[config.mk]
export PLATFORM = sky130hd
export DESIGN_NAME = uart_rx_ctrl
export DESIGN_NICKNAME = d
export VERILOG_FILES = /design/src/rtl/uart_rx_pkg.sv /design/src/rtl/rx_byte_fifo.sv /design/src/rtl/uart_rx_ctrl.sv
export SDC_FILE = /design/constraint.sdc
export NUM_CORES = 1
export LEC_CHECK = 0
export CORE_MARGIN = 5
export CORE_UTILIZATION = 59
export DETAILED_ROUTE_END_ITERATION = 8
export PLACE_DENSITY = 0.81
export SYNTH_ARGS = -nofsm -noshare
export SYNTH_HDL_FRONTEND = slang
export SYNTH_SLANG_ARGS = --single-unit
export TNS_END_PERCENT = 30
[constraint.sdc]
create_clock -name CLK -period 5.4 [get_ports CLK]
set_clock_uncertainty 0.05 [all_clocks]
set_input_delay 1.62 -clock CLK [delete_from_list [all_inputs] [get_ports CLK]]
set_output_delay 1.62 -clock CLK [all_outputs]
set_load 0.05 [all_outputs]
[src/rtl/uart_rx_pkg.sv]
// rtl/uart_rx_pkg.sv - shared types and constants for the UART_RX sequencing controller
// Purpose: controller FSM state encoding, reset-time receiver configuration,
//          the legal oversampling factors and the default timing parameters.
// Ports:   none (package).
package uart_rx_pkg;

  typedef enum logic [1:0] {
    IDLE_WAIT = 2'd0,
    IDLE      = 2'd1,
    FRAME     = 2'd2
  } state_e;

  localparam logic       RST_PAR_EN   = 1'b1;
  localparam logic       RST_PAR_TYP  = 1'b0;
  localparam logic [5:0] RST_PRESCALE = 6'd8;

  localparam logic [5:0] PRESCALE_8  = 6'd8;
  localparam logic [5:0] PRESCALE_16 = 6'd16;
  localparam logic [5:0] PRESCALE_32 = 6'd32;

  localparam int DEF_IDLE_BITS    = 2;
  localparam int DEF_TIMEOUT_BITS = 12;

  function automatic logic is_legal_prescale(input logic [5:0] p);
    return (p == PRESCALE_8) || (p == PRESCALE_16) || (p == PRESCALE_32);
  endfunction

endpackage

[src/rtl/rx_byte_fifo.sv]
// rtl/rx_byte_fifo.sv - first-word-fall-through byte FIFO with sticky overrun
// Purpose: buffers received bytes for a valid/ready consumer.
// Ports:   clk, rst         clock, async active-high reset
//          in_valid/in_data byte push strobe and data
//          out_data/out_valid head byte, non-empty flag
//          out_ready        consumer accept (pop when out_valid)
//          count            occupancy, overrun sticky drop flag, ovr_clr clear
module rx_byte_fifo #(
  parameter int DEPTH = 8
) (
  input  logic                     clk,
  input  logic                     rst,
  input  logic                     in_valid,
  input  logic [7:0]               in_data,
  input  logic                     out_ready,
  output logic [7:0]               out_data,
  output logic                     out_valid,
  output logic [$clog2(DEPTH):0]   count,
  output logic                     overrun,
  input  logic                     ovr_clr
);

  localparam int AW = $clog2(DEPTH);
  localparam int CW = AW + 1;

  logic [7:0]    mem_q [DEPTH];
  logic [7:0]    mem_d [DEPTH];
  logic [AW-1:0] wr_ptr_q, wr_ptr_d;
  logic [AW-1:0] rd_ptr_q, rd_ptr_d;
  logic [CW-1:0] count_q, count_d;
  logic          overrun_q, overrun_d;
  logic          full, pop, push, drop;

  assign full      = (count_q == CW'(DEPTH));
  assign out_valid = (count_q != '0);
  assign pop       = out_valid && out_ready;
  // A full FIFO still accepts a byte when the head leaves in the same cycle.
  assign push      = in_valid && (!full || pop);
  assign drop      = in_valid && full && !pop;

  always_comb begin
    mem_d     = mem_q;
    wr_ptr_d  = wr_ptr_q;
    rd_ptr_d  = rd_ptr_q;
    count_d   = count_q;
    overrun_d = overrun_q;
    if (push) begin
      mem_d[wr_ptr_q] = in_data;
      wr_ptr_d        = wr_ptr_q + AW'(1);
    end
    if (pop) begin
      rd_ptr_d = rd_ptr_q + AW'(1);
    end
    if (push && !pop) begin
      count_d = count_q + CW'(1);
    end else if (!push && pop) begin
      count_d = count_q - CW'(1);
    end
    if (ovr_clr) begin
      overrun_d = 1'b0;
    end
    // A drop in the same cycle as a clear keeps the flag set.
    if (drop) begin
      overrun_d = 1'b1;
    end
  end

  always_ff @(posedge clk or posedge rst) begin
    if (rst) begin
      for (int i = 0; i < DEPTH; i++) begin
        mem_q[i] <= 8'h00;
      end
      wr_ptr_q  <= '0;
      rd_ptr_q  <= '0;
      count_q   <= '0;
      overrun_q <= 1'b0;
    end else begin
      mem_q     <= mem_d;
      wr_ptr_q  <= wr_ptr_d;
      rd_ptr_q  <= rd_ptr_d;
      count_q   <= count_d;
      overrun_q <= overrun_d;
    end
  end

  assign out_data = out_valid ? mem_q[rd_ptr_q] : 8'h00;
  assign count    = count_q;
  assign overrun  = overrun_q;

endmodule

[src/rtl/uart_rx_ctrl.sv]
// rtl/uart_rx_ctrl.sv - configuration, frame watchdog and byte buffering beside UART_RX
// Purpose: owns UART_RX PAR_EN/PAR_TYP/Prescale, applies host config only when
//          the line has been idle, times out frames that never deliver a byte,
//          and queues received bytes for a valid/ready consumer.
// Ports:   CLK, RST                    clock, async active-high reset
//          RX_IN                       serial line (already synchronous)
//          cfg_wr/cfg_par_en/cfg_par_typ/cfg_prescale  host config write
//          PAR_EN/PAR_TYP/Prescale     active config to UART_RX
//          P_DATA/data_valid           byte from UART_RX
//          m_data/m_valid/m_ready      consumer stream, fifo_count occupancy
//          cfg_pending, cfg_err, frame_err, overrun/ovr_clr  status
module uart_rx_ctrl
  import uart_rx_pkg::*;
#(
  parameter int FIFO_DEPTH   = 8,
  parameter int IDLE_BITS    = DEF_IDLE_BITS,
  parameter int TIMEOUT_BITS = DEF_TIMEOUT_BITS
) (
  input  logic                          CLK,
  input  logic                          RST,
  input  logic                          RX_IN,
  input  logic                          cfg_wr,
  input  logic                          cfg_par_en,
  input  logic                          cfg_par_typ,
  input  logic [5:0]                    cfg_prescale,
  output logic                          PAR_EN,
  output logic                          PAR_TYP,
  output logic [5:0]                    Prescale,
  input  logic [7:0]                    P_DATA,
  input  logic                          data_valid,
  output logic [7:0]                    m_data,
  output logic                          m_valid,
  input  logic                          m_ready,
  output logic [$clog2(FIFO_DEPTH):0]   fifo_count,
  output logic                          cfg_pending,
  output logic                          cfg_err,
  output logic                          frame_err,
  output logic                          overrun,
  input  logic                          ovr_clr
);

  state_e     state_q, state_d;
  logic       prev_rx_q, prev_rx_d;
  logic [7:0] idle_cnt_q, idle_cnt_d;
  logic [9:0] tmo_cnt_q, tmo_cnt_d;
  logic       par_en_q, par_en_d, par_typ_q, par_typ_d;
  logic [5:0] prescale_q, prescale_d;
  logic       sh_par_en_q, sh_par_en_d, sh_par_typ_q, sh_par_typ_d;
  logic [5:0] sh_prescale_q, sh_prescale_d;
  logic       cfg_pending_q, cfg_pending_d;
  logic       cfg_err_q, cfg_err_d;
  logic       frame_err_q, frame_err_d;

  logic        start_edge;
  logic [15:0] idle_lim, tmo_lim;

  assign start_edge = prev_rx_q && !RX_IN;
  // Thresholds track the active prescale, which cannot change outside IDLE.
  assign idle_lim   = 16'(IDLE_BITS) * 16'(prescale_q) - 16'd1;
  assign tmo_lim    = 16'(TIMEOUT_BITS) * 16'(prescale_q) - 16'd1;

  always_comb begin
    state_d       = state_q;
    prev_rx_d     = RX_IN;
    idle_cnt_d    = idle_cnt_q;
    tmo_cnt_d     = tmo_cnt_q;
    par_en_d      = par_en_q;
    par_typ_d     = par_typ_q;
    prescale_d    = prescale_q;
    sh_par_en_d   = sh_par_en_q;
    sh_par_typ_d  = sh_par_typ_q;
    sh_prescale_d = sh_prescale_q;
    cfg_pending_d = cfg_pending_q;
    cfg_err_d     = 1'b0;
    frame_err_d   = 1'b0;

    case (state_q)
      IDLE_WAIT: begin
        if (start_edge) begin
          state_d   = FRAME;
          tmo_cnt_d = '0;
        end else if (!RX_IN) begin
          idle_cnt_d = '0;
        end else begin
          if ({8'd0, idle_cnt_q} == idle_lim) begin
            state_d = IDLE;
          end
          if (idle_cnt_q != '1) begin
            idle_cnt_d = idle_cnt_q + 8'd1;
          end
        end
      end
      IDLE: begin
        if (start_edge) begin
          state_d   = FRAME;
          tmo_cnt_d = '0;
        end else if (cfg_pending_q) begin
          par_en_d      = sh_par_en_q;
          par_typ_d     = sh_par_typ_q;
          prescale_d    = sh_prescale_q;
          cfg_pending_d = 1'b0;
        end
      end
      FRAME: begin
        if (tmo_cnt_q != '1) begin
          tmo_cnt_d = tmo_cnt_q + 10'd1;
        end
        // A byte arriving on the timeout cycle still counts as a good frame.
        if (data_valid) begin
          state_d    = IDLE_WAIT;
          idle_cnt_d = '0;
        end else if ({6'd0, tmo_cnt_q} == tmo_lim) begin
          frame_err_d = 1'b1;
          state_d     = IDLE_WAIT;
          idle_cnt_d  = '0;
        end
      end
      default: state_d = IDLE_WAIT;
    endcase

    // Evaluated after the apply so a coincident write re-arms cfg_pending
    // while the apply above consumed the previous shadow value.
    if (cfg_wr) begin
      if (is_legal_prescale(cfg_prescale)) begin
        sh_par_en_d   = cfg_par_en;
        sh_par_typ_d  = cfg_par_typ;
        sh_prescale_d = cfg_prescale;
        cfg_pending_d = 1'b1;
      end else begin
        cfg_err_d = 1'b1;
      end
    end
  end

  always_ff @(posedge CLK or posedge RST) begin
    if (RST) begin
      state_q       <= IDLE_WAIT;
      prev_rx_q     <= 1'b1;
      idle_cnt_q    <= '0;
      tmo_cnt_q     <= '0;
      par_en_q      <= RST_PAR_EN;
      par_typ_q     <= RST_PAR_TYP;
      prescale_q    <= RST_PRESCALE;
      sh_par_en_q   <= RST_PAR_EN;
      sh_par_typ_q  <= RST_PAR_TYP;
      sh_prescale_q <= RST_PRESCALE;
      cfg_pending_q <= 1'b0;
      cfg_err_q     <= 1'b0;
      frame_err_q   <= 1'b0;
    end else begin
      state_q       <= state_d;
      prev_rx_q     <= prev_rx_d;
      idle_cnt_q    <= idle_cnt_d;
      tmo_cnt_q     <= tmo_cnt_d;
      par_en_q      <= par_en_d;
      par_typ_q     <= par_typ_d;
      prescale_q    <= prescale_d;
      sh_par_en_q   <= sh_par_en_d;
      sh_par_typ_q  <= sh_par_typ_d;
      sh_prescale_q <= sh_prescale_d;
      cfg_pending_q <= cfg_pending_d;
      cfg_err_q     <= cfg_err_d;
      frame_err_q   <= frame_err_d;
    end
  end

  assign PAR_EN      = par_en_q;
  assign PAR_TYP     = par_typ_q;
  assign Prescale    = prescale_q;
  assign cfg_pending = cfg_pending_q;
  assign cfg_err     = cfg_err_q;
  assign frame_err   = frame_err_q;

  rx_byte_fifo #(
    .DEPTH(FIFO_DEPTH)
  ) u_fifo (
    .clk      (CLK),
    .rst      (RST),
    .in_valid (data_valid),
    .in_data  (P_DATA),
    .out_ready(m_ready),
    .out_data (m_data),
    .out_valid(m_valid),
    .count    (fifo_count),
    .overrun  (overrun),
    .ovr_clr  (ovr_clr)
  );

endmodule

=== Yosys cells after proc, flatten, opt, wreduce, memory -nomap -nowiden ===
Index checks and enable logic that the tools add are counted.

* $add $sub $neg: 8
* Multiply operators: 1
* Order comparisons: 3
* Eq/ne operators: 18
* Multiplexer cells: 36
* Bitwise gates (word level): 3
* Reductions and logical operators: 27

{| class="wikitable"
|+ Operators with widths
! operator !! count
|-
| $mux 8 || 9
|-
| $bwmux 64 || 1
|-
| $bmux 8 s3 || 1
|-
| $demux 8 s3 || 1
|-
| $mux 10 || 2
|-
| $pmux 10 s2 || 1
|-
| $eq 10x16->1 || 1
|-
| $eq 8x16->1 || 1
|-
| $pmux 8 s2 || 1
|-
| $mux 2 || 6
|-
| $ne 3x3->1 const B || 4
|-
| $mux 1 || 11
|-
| $sub 10x1->11 const B || 1
|-
| $add 10x1->10 const B || 1
|-
| $ne 10x10->1 const B || 1
|-
| $add 8x1->8 const B || 1
|-
| $ge 4x4->1 const B || 2
|-
| $logic_and 1x1->1 || 8
|-
| $mul 2x6->8 const A || 1
|-
| $mux 4 || 2
|-
| $ne 8x8->1 const B || 1
|-
| $not 3->4 || 2
|-
| $reduce_and 4->1 || 2
|-
| $reduce_bool 2->1 || 4
|-
| other kinds (22) || 31
|}

* Register bits: 115
* Output and inout port bits: 25
* Logic and storage cells: 121

=== Depth between registers and ports, before layout ===
* Depth in word-level cells: 8
* Mapped depth: 12
* Depth with buffers taken out: 12

=== Hierarchy ===
From an unflattened synthesis, not the netlist that was laid out.

* Cells, all modules: 500
* Area, all modules: 6185.9 sq um

{| class="wikitable"
|+ Modules (own cells, without submodules)
! module !! times used !! cells each !! area an instance (sq um)
|-
| rx_byte_fifo || 1 || 240 || 3649.8
|-
| uart_rx_ctrl || 1 || 260 || 2536.2
|}

=== Worst setup path before layout ===
OpenSTA, ideal clock, no wires.

* Path type: flip-flop to output port
* Start: reg u_fifo.rd_ptr_q[0]
* End: out m_data[6]
* Arrival time: 2.353 ns
* Data required time: 3.730 ns
* Slack: 1.377 ns
* Stages on the path, launching flop included: 6
* Path buffers: 2
* Path through: dfrtp_1 > clkbuf_1 > buf_1 > mux4_2 > mux2i_1 > nor2_1

* Longest elaborated chain between the ends: 5

{| class="wikitable"
|+ Ends and longest elaborated chain
! what !! line !! source
|-
| start, declared || rx_byte_fifo.sv:29 || <nowiki>logic [AW-1:0] rd_ptr_q, rd_ptr_d;</nowiki>
|-
| start signal, assigned || rx_byte_fifo.sv:80 || <nowiki>rd_ptr_q <= rd_ptr_d;</nowiki>
|-
| $not 3->4 (implied by the code) || rx_byte_fifo.sv:86 || <nowiki>assign out_data = out_valid ? mem_q[rd_ptr_q] : 8'h00;</nowiki>
|-
| $bmux 8 s3 || rx_byte_fifo.sv:86 ||
|-
| $mux 8 (implied by the code) (2 in series) || rx_byte_fifo.sv:86 ||
|-
| $mux 8 || rx_byte_fifo.sv:86 ||
|-
| end, declared || uart_rx_ctrl.sv:31 || <nowiki>output logic [7:0] m_data,</nowiki>
|}

No other way between the ends. The select of a mux whose other input is x is not followed.

=== Worst setup path after layout ===
* Start: reg u_fifo.rd_ptr_q[1]
* End: out m_data[5]

The elaborated chain is that of the path after synthesis.

==> impl_results.md <==
* Outcome: complete, no violations
* Slowest CP cell: dfrtp_1
* Via Count at 4039
* CTS Hold Bufs at 0
* Global routing usage on met3 at 5.82%
* Worst setup margin at 0.943 ns
* Leakage at 3.24 nW
* Resized Gates After CTS at 0
* Worst hold start: sh_prescale_q[0]
* Post-synth top area share at 45.1%
* Layout cells sized above 1 at 28.4%
* Post-CTS setup buffer count at 0
* Met2 usage at 36.3%
* Crit path time final at 4.46 ns
* CTS sink count at 115
* Peak supply drop at 0.000584 V
* Final RePlAce weighted congestion at 0.824
* Fmax at 224 MHz
* Final Net Count at 596
* Sequential area share after synthesis at 47.2%
* Top_reg_cell synth: dfrtp_1
* Largest net degree at the start of global routing at 80
* DP Area at 0.00677 sq mm
* Die height at 112 um
* Total gr overflow at 0
* Worst r2r src: Prescale[0]
* RSZ-0062 raised after global routing: no
* Synth Area in Adders at 5.57%
* Iter 0 DRT Violations at 314
* Core Area at 0.0102 sq mm
* Max-slew violations at 0
* Cell area after synthesis at 0.00610 sq mm
* DRC at 0
* Worst skew pair latency at 0.53 ns
* Fin util at 72.3%
* Die width at 112 um
* CP Launch Type: register
* Port-buffer cells at 47
* TritonCTS Buffers at 17
* Synth Warn # at 0
* CP Data Required Time at 3.73 ns
* Filler instances at 691
* Max incr delay on CP at 0.85 ns
* Top cells by area, synth: dfrtp_1, mux2_2, mux4_2, ha_1, xnor2_1
* Max cap viols at 0
* Placed cell count at 664
* Post-synthesis register bit count at 115
* # rows at 37
* Largest family of logic cells by synthesized area: multiplexers
* Pwr per Cell Area at 558 mW/mm^2
* Post-synthesis cell count at 485
* Syn_area_per_cell at 12.6 sq um
* Sum Neg Setup Slack at 0 ns
* Design Area, Final at 0.00739 sq mm
* Slew @ Worst Pin at 1.06 ns
* Post-synth ARST share at 100%
* Synth-to-Final Area Change at 21.1%
* Worst-path maximum fanout at 18
* Initial antenna violation count at 0
* Initial Utilization at 59.7%
* Root Buffer: clkbuf_8
* Hold Vio Cnt, Final at 0
* Type of the worst setup path: register to output pin
* HPWL Detailed at 8.80 mm
* TritonCTS clock tree: built
* Net count after synthesis at 534
* H-tree levels at 4
* Mux cell area share after synthesis at 22.2%
* Layout Cells excl Fill at 696
* First-pass GRT wire length at 22.5 mm
* Distinct cells, synth at 59
* Synth area leader: dfrtp_1
* Final wirelength at 13.2 mm
* Critical path, cell by cell: mux4_2 > mux2i_1 > nor2_1 > clkdlybuf4s50_1
* Max-slew headroom at 28.9%
* Full die area at 0.0125 sq mm
* Most common cell after layout, fill and taps aside: dfrtp_1
* CP arrival at 2.79 ns
* HP Class: register to register
* Post-Synth XOR/XNOR Area at 5.41%
* Antenna-violating nets left at 0
* Busiest grt layer: met2
* Commonest cells after routing, fill and taps aside: dfrtp_1, mux2_2, clkdlybuf4s50_1
* Drt first pass iters at 5
* ANT cells at 0
* GR Layer Usage met1 at 30.9%
* Total power at 4.12 mW
* GRT Overall Usage at 22.8%
* Clk slew on worst S/H paths at 0.06 ns
* Minimum hold slack at 0.434 ns
* Crit share post-route at 82.5%
* Number of flops mapped to enable cells by yosys at 0
* CTS Buffer Depth at 2
* I/O pin count at 48
* Routed vias/inst at 5.80
* Per-cell routed wire length at 19.0 um
* Register area at 0.00288 sq mm
* Setup crit start: u_fifo.rd_ptr_q[1]
* Multi-input logic area at 0.00312 sq mm
* Critical Path End Type: output pin
* Number of global-route vias before repair at 4334
* Compound-Gate Fraction of Synth Area at 6.83%
* DP Worst Slack at 1.29 ns
* Final Setup Violations at 0
* Post-Synth Simple-Gate Area at 11.0%
-- area by class of cell --
type,count,area share [%]
Inverter,17,0.897
Sequential cell,115,39.0
Clock inverter,14,2.69
Clock buffer,18,5.79
Timing Repair Buffer,54,7.08
Multi-Input combinational cell,342,42.2
Tap cell,136,2.30
-- worst max-delay path: cells and delay by family (launching register included) --
kind                   cells  cell delay, ns
DFF                        1            0.85
buffers and inverters      1            0.83
muxes                      2            0.41
and+or+nand+nor            1            0.16
-- cell families (layout without fill, tap and decap cells) --
group	Yosys count	after routing
AOI/OAI and AO/OA	49	49
xor gates and xnor gates	34	34
adders and majority gates	26	26
buffers and inverters	28	103
DFF	115	115
muxes	105	105
and+or+nand+nor	128	128
-- cells in the mapped netlist (all sizes together) (9+ instances only) --
cell / number
inv: 17
ha: 24
mux4: 16
xor2: 14
nor2: 31
o21ai: 9
nor4: 9
dfrtp: 110
xnor2: 18
mux2: 81
nand2: 29
nand3: 12
-- flip-flops by register name, indices dropped and copies added (netlist names), 2 cells and up --
signal	cells
u_fifo.wr_ptr_q	3
idle_cnt_q	8
tmo_cnt_q	10
u_fifo.mem_q	64
state_q	2
Prescale	6
sh_prescale_q	6
u_fifo.count	4
u_fifo.rd_ptr_q	3
-- per-layer routing --
layer	wire, um	vias to the layer above	part of all wire (%)
met3	504	24	3.8
met5	0	-	0
met1	5990	2032	45
li1	-	1889	-
met4	236	0	1.8
met2	6500	94	49
-- report_power, final --
part / leakage, nW / total (mW) / switching (mW) / internal (mW)
Sequential: 1.42 / 1.44 / 0.264 / 1.18
Combinational: 1.52 / 1.49 / 0.742 / 0.753
Clock: 0.294 / 1.19 / 0.424 / 0.766
Total: 3.24 / 4.12 / 1.43 / 2.69
-- path summary, 6_finish.rpt --
| kind | endpoint | slack [ns] | depth (start not counted) |
|---|---|---|---|
| worst max-delay path | m_data[5] | 0.94 | 4 |
| worst min-delay path | sh_prescale_q[0] | 0.43 | 1 |
| worst max register to register | idle_cnt_q[6] | 1.66 | 10 |
| worst min register to register | sh_prescale_q[0] | 0.43 | 1 |
| max in group asynchronous | Prescale[3] | 2.78 | 3 |
| min in group asynchronous | sh_prescale_q[1] | 1.60 | 2 |
Note: power is estimated with default switching activity, not from simulation.
